File: src/rtl/ble_sniff_pkg.sv
// Shared types and constants for the BLE sniff scheduler: FSM states,
// advertising channel numbers, and report field widths.
package ble_sniff_pkg;

    typedef enum logic [1:0] {
        IDLE,
        TUNE,
        LISTEN
    } state_t;

    localparam logic [5:0] ADV_CH_37 = 6'd37;
    localparam logic [5:0] ADV_CH_38 = 6'd38;
    localparam logic [5:0] ADV_CH_39 = 6'd39;

    localparam int LEN_W = 9;
    localparam int CH_W  = 6;

    // Hop order is A -> B -> C -> A.
    function automatic logic [1:0] next_hop_idx(input logic [1:0] idx);
        return (idx == 2'd2) ? 2'd0 : idx + 2'd1;
    endfunction

endpackage

File: src/rtl/ble_sniff_scheduler_if.sv
// Report port of the sniff scheduler: one captured packet (length + channel)
// offered with a valid/ready handshake.
interface ble_sniff_scheduler_if;

    logic                           rpt_valid;
    logic                           rpt_ready;
    logic [ble_sniff_pkg::LEN_W-1:0] rpt_len;
    logic [ble_sniff_pkg::CH_W-1:0]  rpt_channel;

    modport master (
        output rpt_valid,
        output rpt_len,
        output rpt_channel,
        input  rpt_ready
    );

    modport slave (
        input  rpt_valid,
        input  rpt_len,
        input  rpt_channel,
        output rpt_ready
    );

endinterface

File: src/rtl/ble_sniff_report_slot.sv
// Single-entry report register with valid/ready output and a saturating
// counter of captures lost because the entry was still occupied.
module ble_sniff_report_slot
    import ble_sniff_pkg::*;
#(
    parameter int DROP_W = 8
) (
    input  logic              symbol_clk,
    input  logic              rst,
    input  logic              capture,
    input  logic [LEN_W-1:0]  cap_len,
    input  logic [CH_W-1:0]   cap_channel,
    input  logic              rpt_ready,
    output logic              rpt_valid,
    output logic [LEN_W-1:0]  rpt_len,
    output logic [CH_W-1:0]   rpt_channel,
    output logic [DROP_W-1:0] drop_cnt
);

    logic              valid_q, valid_d;
    logic [LEN_W-1:0]  len_q,   len_d;
    logic [CH_W-1:0]   ch_q,    ch_d;
    logic [DROP_W-1:0] drop_q,  drop_d;

    always_comb begin
        valid_d = valid_q;
        len_d   = len_q;
        ch_d    = ch_q;
        drop_d  = drop_q;
        if (capture) begin
            // A report being accepted this cycle frees the slot for the new one.
            if (!valid_q || rpt_ready) begin
                valid_d = 1'b1;
                len_d   = cap_len;
                ch_d    = cap_channel;
            end else if (drop_q != '1) begin
                drop_d = drop_q + DROP_W'(1);
            end
        end else if (valid_q && rpt_ready) begin
            valid_d = 1'b0;
        end
    end

    always_ff @(posedge symbol_clk) begin
        if (rst) begin
            valid_q <= 1'b0;
            len_q   <= '0;
            ch_q    <= '0;
            drop_q  <= '0;
        end else begin
            valid_q <= valid_d;
            len_q   <= len_d;
            ch_q    <= ch_d;
            drop_q  <= drop_d;
        end
    end

    assign rpt_valid   = valid_q;
    assign rpt_len     = len_q;
    assign rpt_channel = ch_q;
    assign drop_cnt    = drop_q;

endmodule

File: src/rtl/ble_sniff_scheduler.sv
// Steps the packet sniffer through the advertising channels (or one fixed
// channel), with a settle gap before every dwell, and captures detected packets.
module ble_sniff_scheduler
    import ble_sniff_pkg::*;
#(
    parameter int              DWELL_W       = 16,
    parameter int              SETTLE_CYCLES = 2,
    parameter logic [CH_W-1:0] CH_A          = ADV_CH_37,
    parameter logic [CH_W-1:0] CH_B          = ADV_CH_38,
    parameter logic [CH_W-1:0] CH_C          = ADV_CH_39,
    parameter int              DROP_W        = 8
) (
    input  logic                  symbol_clk,
    input  logic                  rst,
    input  logic                  start,
    input  logic                  stop,
    input  logic                  hop_en,
    input  logic [CH_W-1:0]       fixed_channel,
    input  logic [DWELL_W-1:0]    dwell_len,
    output logic                  sniff_en,
    output logic [CH_W-1:0]       sniff_channel,
    input  logic                  pkt_detected,
    input  logic [LEN_W-1:0]      pkt_len,
    ble_sniff_scheduler_if.master rpt,
    output logic [DROP_W-1:0]     drop_cnt,
    output logic                  busy
);

    localparam int              SET_W       = $clog2(SETTLE_CYCLES + 1);
    localparam logic [SET_W-1:0] SETTLE_LOAD = SET_W'(SETTLE_CYCLES - 1);
    localparam logic [CH_W-1:0] HOP_LIST [3] = '{CH_A, CH_B, CH_C};

    logic [CH_W-1:0] hop_ch [3];
    generate
        for (genvar gi = 0; gi < 3; gi++) begin : g_hop
            assign hop_ch[gi] = HOP_LIST[gi];
        end
    endgenerate

    state_t             state_q,     state_d;
    logic               hop_q,       hop_d;
    logic [CH_W-1:0]    fixed_q,     fixed_d;
    logic [DWELL_W-1:0] dwell_q,     dwell_d;
    logic [1:0]         idx_q,       idx_d;
    logic [SET_W-1:0]   settle_q,    settle_d;
    logic [DWELL_W-1:0] dwell_cnt_q, dwell_cnt_d;
    logic               sniff_en_q,  sniff_en_d;
    logic [CH_W-1:0]    sniff_ch_q,  sniff_ch_d;
    logic               busy_q,      busy_d;
    logic               pkt_q;
    logic [1:0]         idx_nxt;
    logic               capture;

    assign idx_nxt = next_hop_idx(idx_q);

    always_comb begin
        state_d     = state_q;
        hop_d       = hop_q;
        fixed_d     = fixed_q;
        dwell_d     = dwell_q;
        idx_d       = idx_q;
        settle_d    = settle_q;
        dwell_cnt_d = dwell_cnt_q;
        sniff_ch_d  = sniff_ch_q;
        if (stop) begin
            state_d = IDLE;
        end else begin
            case (state_q)
                IDLE: begin
                    if (start) begin
                        hop_d      = hop_en;
                        fixed_d    = fixed_channel;
                        dwell_d    = (dwell_len == '0) ? DWELL_W'(1) : dwell_len;
                        idx_d      = 2'd0;
                        sniff_ch_d = hop_en ? hop_ch[0] : fixed_channel;
                        settle_d   = SETTLE_LOAD;
                        state_d    = TUNE;
                    end
                end
                TUNE: begin
                    if (settle_q == '0) begin
                        state_d     = LISTEN;
                        dwell_cnt_d = dwell_q;
                    end else begin
                        settle_d = settle_q - SET_W'(1);
                    end
                end
                LISTEN: begin
                    // The channel only ever changes on the way into TUNE, so it
                    // is never touched while the sniffer is enabled.
                    if (dwell_cnt_q == DWELL_W'(1)) begin
                        state_d  = TUNE;
                        settle_d = SETTLE_LOAD;
                        if (hop_q) begin
                            idx_d      = idx_nxt;
                            sniff_ch_d = hop_ch[idx_nxt];
                        end else begin
                            sniff_ch_d = fixed_q;
                        end
                    end else begin
                        dwell_cnt_d = dwell_cnt_q - DWELL_W'(1);
                    end
                end
                default: state_d = IDLE;
            endcase
        end
        sniff_en_d = (state_d == LISTEN);
        busy_d     = (state_d != IDLE);
    end

    always_ff @(posedge symbol_clk) begin
        if (rst) begin
            state_q     <= IDLE;
            hop_q       <= 1'b0;
            fixed_q     <= '0;
            dwell_q     <= '0;
            idx_q       <= 2'd0;
            settle_q    <= '0;
            dwell_cnt_q <= '0;
            sniff_en_q  <= 1'b0;
            sniff_ch_q  <= CH_A;
            busy_q      <= 1'b0;
            pkt_q       <= 1'b0;
        end else begin
            state_q     <= state_d;
            hop_q       <= hop_d;
            fixed_q     <= fixed_d;
            dwell_q     <= dwell_d;
            idx_q       <= idx_d;
            settle_q    <= settle_d;
            dwell_cnt_q <= dwell_cnt_d;
            sniff_en_q  <= sniff_en_d;
            sniff_ch_q  <= sniff_ch_d;
            busy_q      <= busy_d;
            pkt_q       <= pkt_detected;
        end
    end

    // Edge seen on the dwell's last cycle still reports the channel being left.
    assign capture = pkt_detected && !pkt_q && (state_q == LISTEN);

    ble_sniff_report_slot #(
        .DROP_W (DROP_W)
    ) u_slot (
        .symbol_clk  (symbol_clk),
        .rst         (rst),
        .capture     (capture),
        .cap_len     (pkt_len),
        .cap_channel (sniff_ch_q),
        .rpt_ready   (rpt.rpt_ready),
        .rpt_valid   (rpt.rpt_valid),
        .rpt_len     (rpt.rpt_len),
        .rpt_channel (rpt.rpt_channel),
        .drop_cnt    (drop_cnt)
    );

    assign sniff_en      = sniff_en_q;
    assign sniff_channel = sniff_ch_q;
    assign busy          = busy_q;

endmodule

File: src/flat_wrapper.sv
// flat-port wrapper written by rule: the top's interface ports become plain ports
module ble_sniff_scheduler_flat import ble_sniff_pkg::*;
#(
    parameter int              DWELL_W       = 16,
    parameter int              SETTLE_CYCLES = 2,
    parameter logic [CH_W-1:0] CH_A          = ADV_CH_37,
    parameter logic [CH_W-1:0] CH_B          = ADV_CH_38,
    parameter logic [CH_W-1:0] CH_C          = ADV_CH_39,
    parameter int              DROP_W        = 8
)
  (symbol_clk, rst, start, stop, hop_en, fixed_channel, dwell_len, sniff_en, sniff_channel, pkt_detected, pkt_len, drop_cnt, busy, rpt_rpt_valid, rpt_rpt_len, rpt_rpt_channel, rpt_rpt_ready);
  ble_sniff_scheduler_if rpt_i ();
  input  logic symbol_clk;
  input  logic rst;
  input  logic start;
  input  logic stop;
  input  logic hop_en;
  input  logic [CH_W-1:0] fixed_channel;
  input  logic [DWELL_W-1:0] dwell_len;
  output logic sniff_en;
  output logic [CH_W-1:0] sniff_channel;
  input  logic pkt_detected;
  input  logic [LEN_W-1:0] pkt_len;
  output logic [DROP_W-1:0] drop_cnt;
  output logic busy;
  output wire logic [$bits(rpt_i.rpt_valid)-1:0] rpt_rpt_valid;
  output wire logic [$bits(rpt_i.rpt_len)-1:0] rpt_rpt_len;
  output wire logic [$bits(rpt_i.rpt_channel)-1:0] rpt_rpt_channel;
  input wire logic [$bits(rpt_i.rpt_ready)-1:0] rpt_rpt_ready;
  assign rpt_rpt_valid = rpt_i.rpt_valid;
  assign rpt_rpt_len = rpt_i.rpt_len;
  assign rpt_rpt_channel = rpt_i.rpt_channel;
  assign rpt_i.rpt_ready = rpt_rpt_ready;
  ble_sniff_scheduler #(.DWELL_W(DWELL_W), .SETTLE_CYCLES(SETTLE_CYCLES), .CH_A(CH_A), .CH_B(CH_B), .CH_C(CH_C), .DROP_W(DROP_W)) u_core (.symbol_clk(symbol_clk), .rst(rst), .start(start), .stop(stop), .hop_en(hop_en), .fixed_channel(fixed_channel), .dwell_len(dwell_len), .sniff_en(sniff_en), .sniff_channel(sniff_channel), .pkt_detected(pkt_detected), .pkt_len(pkt_len), .rpt(rpt_i), .drop_cnt(drop_cnt), .busy(busy));
endmodule
File: config.mk
export PLATFORM = sky130hd
export DESIGN_NAME = ble_sniff_scheduler_flat
export DESIGN_NICKNAME = d
export VERILOG_FILES = /design/src/rtl/ble_sniff_pkg.sv /design/src/rtl/ble_sniff_scheduler_if.sv /design/src/rtl/ble_sniff_report_slot.sv /design/src/rtl/ble_sniff_scheduler.sv /design/src/flat_wrapper.sv
export SDC_FILE = /design/constraint.sdc
export NUM_CORES = 1
export LEC_CHECK = 0
export BUFFER_PORTS_ARGS = -buffer_cell sky130_fd_sc_hd__buf_2
export CAP_MARGIN = 20
export CORE_MARGIN = 5
export CORE_UTILIZATION = 50
export DETAILED_ROUTE_END_ITERATION = 8
export PLACE_DENSITY = 0.76
export SLEW_MARGIN = 20
export SYNTH_ARGS = -nofsm -noshare
export SYNTH_HDL_FRONTEND = slang
export SYNTH_SLANG_ARGS = --single-unit
File: constraint.sdc
create_clock -name symbol_clk -period 1.8 [get_ports symbol_clk]
set_input_delay 0.09 -clock symbol_clk [delete_from_list [all_inputs] [get_ports symbol_clk]]
set_output_delay 0.09 -clock symbol_clk [all_outputs]
set_load 0.005 [all_outputs]
==> impl_results.md <==
* Status: finished, violations left
* Failing checks: negative setup slack
* Worst-path clk slew at 0.08 ns
* # setup viols final at 12
* Layout cells sized above 1 at 30.5%
* Crit Path Class: flop to flop
* Initial antenna violation count at 0
* Final hold vios at 0
* Initial Util at 51.5%
* DP Cell Count at 632
* Met1 wire length at 4.42 mm
* Max Freq at 526 MHz
* Routed len/inst at 15.8 um
* Max cap viols at 0
* Drt drc at 0
* Relative slew slack at 68.9%
* DR vias at 3832
* Delay of the slowest cell on the worst path at 0.45 ns
* Skew final at 0.00875 ns
* Area contributors post-synth: dfxtp_1, a21oi_1, nand2_1, mux2i_1, nor2_1
* Post-DP Area at 0.00440 mm2
* Worst path required time at 2.04 ns
* Core area at 0.00729 mm2
* RSZ-0062 raised after global routing: yes
* Post-Syn Nets at 504
* Finished Layout Cells at 686
* Hold Startpoint: pkt_len[5]
* Slew @ Worst Pin at 0.463 ns
* Library cells used by synthesis at 58
* Setup crit end kind: flop
* Nets at 629
* Crit path max-delay family: simple AND/OR/NAND/NOR gates
* Total power draw at 3.84 mW
* Gr ovfl total at 0
* Internal power at 2.88 mW
* Peak VDD IR at 680 uV
* Static leakage at 2.05 nW
* Site Rows at 31
* FILL cells at 543
* Initial DRC count at 249
* Power per standard cell area at 735 mW/mm2
* Die Y-Extent at 96.6 um
* Finished layout cell area at 0.00522 mm2
* FF-to-FF Start: u_core.dwell_cnt_q[0]
* Largest area contributor in the netlist: dfxtp_1
* Sinks on Clock Net at 78
* Final core occ at 71.6%
* Fin Setup TNS at -0.631 ns
* WP buf/inv at 1
* Ys Warns at 0
* Combinational group share of total power at 13.0%
* Gp weighted congestion at 0.917
* Fin crit share at 106%
* Post-synth top flop: dfxtp_1
* Met2 wire len at 5.46 mm
* Gr usage total at 21.9%
* Crit-path slowest cell: nor4_1
* Number of global-route vias before repair at 3771
* Mapped Cells at 457
* Met3 WL post-DR at 634 um
* I/O Pins at 70
* Max Root-Sink Buffers at 2
* Largest net degree at the start of global routing at 34
* Fin crit period at 1.90 ns
* Ys async rst share at 0%
* Number of diodes at 0
* Hold crit path type: input port to flop
* CTS Buf Count at 9
* FF+latch count, synth at 78
* H-tree level count at 3
* # port buffers at 69
* Sequential Power Share at 47.1%
* Max Used Layer: met4
* Antenna-violating nets left at 0
* CP max FO at 6
* CTS tree: built
* Die area at 0.00934 mm2
* Critical-path cell list: buf_4 -> nor4_1 -> and2_0 -> nand3b_1 -> a21oi_2 -> o32ai_2
* Final hold slack at 0.0176 ns
* Via-per-instance ratio at 5.59
* Crit path arrival time at 2.14 ns
* Clk Latency, worst-skew pair at 0.36 ns
* Seq/Total Area, Yosys at 41.6%
* CP Launch Point: u_core.dwell_cnt_q[0]
* DPL Wire Length at 6.71 mm
* Clock root cell: clkbuf_8
* Startpoint types: flop
* Synthesized area at 0.00375 mm2
* EDFF count, synth at 0
* DRT Pass-1 Iters at 5
* Avg Inst Size Synth at 8.21 um2
* Slew Viols, Final at 0
* Total wire length at 10.8 mm
* Final WS setup at -0.101 ns
* DP Worst Slack at -0.142 ns
* Synth top area share at 41.6%
* Die Width at 96.6 um
* P&R area growth vs syn at 39.1%
* Net switching power at 0.961 mW
* First-pass GRT wire length at 17.2 mm
* Clk pwr share at 39.9%
* Sw frac at 25.0%
-- per-layer routing --
layer  GRT usage, %  vias up
li1               -     1865
met1           25.9     1791
met2           38.5      147
met3           4.68       29
met4           8.53        0
met5              0        -
-- timing repair --
| item | 4_1_cts | 5_1_grt |
|---|---|---|
| pin swaps | 7 | 14 |
| setup buffers | 3 | 4 |
| setup endpoints to repair | 22 | 37 |
| gates cloned | 0 | 1 |
| endpoints found under the hold margin | 30 | 0 |
| gates resized for setup | 10 | 53 |
| hold buffers | 30 | 0 |
-- cell type report --
type	count	area, um2	share of cell area (%)
Inverter	14	55.1	1.05
Multi-Input combinational cell	337	2220	42.4
Clock buffer	10	149	2.85
Timing Repair Buffer	142	1010	19.4
Sequential cell	78	1580	30.2
Tap cell	99	124	2.37
Clock inverter	6	90.1	1.73
-- synth_stat cells, types with 7 or more instances --
cell and count:
nand3_1 9, a21oi_1 54, dfxtp_1 78, nor4_1 7, clkbuf_1 22, mux2i_1 17
nor2b_1 8, o21ai_0 25, ha_1 9, nor2_1 40, nor3_1 10, inv_1 13
nand2_1 72, nand2b_1 7
-- worst reg2reg max path, stage by stage (launching register included) --
cell	delay (ns)
dfxtp_1	0.32
buf_4	0.15
nor4_1	0.45
and2_0	0.41
nand3b_1	0.17
a21oi_2	0.19
o32ai_2	0.09
-- power by group through the flow --
| stage | clock [mW] | sequential, mW | combinational [mW] |
|---|---|---|---|
| 6_report | 1.53 | 1.81 | 0.498 |
| 5_1_grt | 1.63 | 1.81 | 0.546 |
| 3_5_place_dp | 0 | 1.85 | 0.383 |
| 4_1_cts | 1.55 | 1.81 | 0.448 |
| 2_1_floorplan | 0 | 1.84 | 0.238 |
| 3_3_place_gp | 0 | 1.85 | 0.374 |
-- path summary, 6_finish.rpt --
path                            depth (start not counted)  slack [ns]                        to
worst min-delay path                                    3        0.02  u_core.u_slot.rpt_len[5]
worst min register to register                          2        0.46        u_core.dwell_q[14]
worst max-delay path                                    6       -0.10    u_core.dwell_cnt_q[15]
worst max register to register                          6       -0.10    u_core.dwell_cnt_q[15]
-- layout by cell type, fill, tap and decap left out, drive strengths merged, types with 7 or more instances in the layout --
master / instances
buf: 112
dfxtp: 78
nand2: 72
a21oi: 54
nor2: 40
dlygate4sd3: 30
o21ai: 26
mux2i: 17
inv: 14
nor3: 11
clkbuf: 10
nand3: 10
ha: 9
nor4: 9
nor2b: 8
and3: 8
nand2b: 7
-- registers in the layout, summed over array words and instances, names as in the netlist --
register,flops
u_core.busy,1
u_core.dwell_cnt_q,16
u_core.dwell_q,16
u_core.fixed_q,6
u_core.hop_q,1
u_core.idx_q,2
u_core.pkt_q,1
u_core.settle_q,2
u_core.sniff_channel,6
u_core.sniff_en,1
u_core.state_q,2
u_core.u_slot.drop_cnt,8
u_core.u_slot.rpt_channel,6
u_core.u_slot.rpt_len,9
u_core.u_slot.rpt_valid,1
-- cells by family after synthesis --
family | synth area share [%]
XOR/XNOR | 1.40
flip-flops | 41.6
multiplexers | 4.83
AO/OA/AOI/OAI | 19.5
buffers and inverters | 4.77
AND/OR/NAND/NOR | 24.9
adder cells (fa/ha/maj) | 3.00
Power figures use the tool's default switching activity.
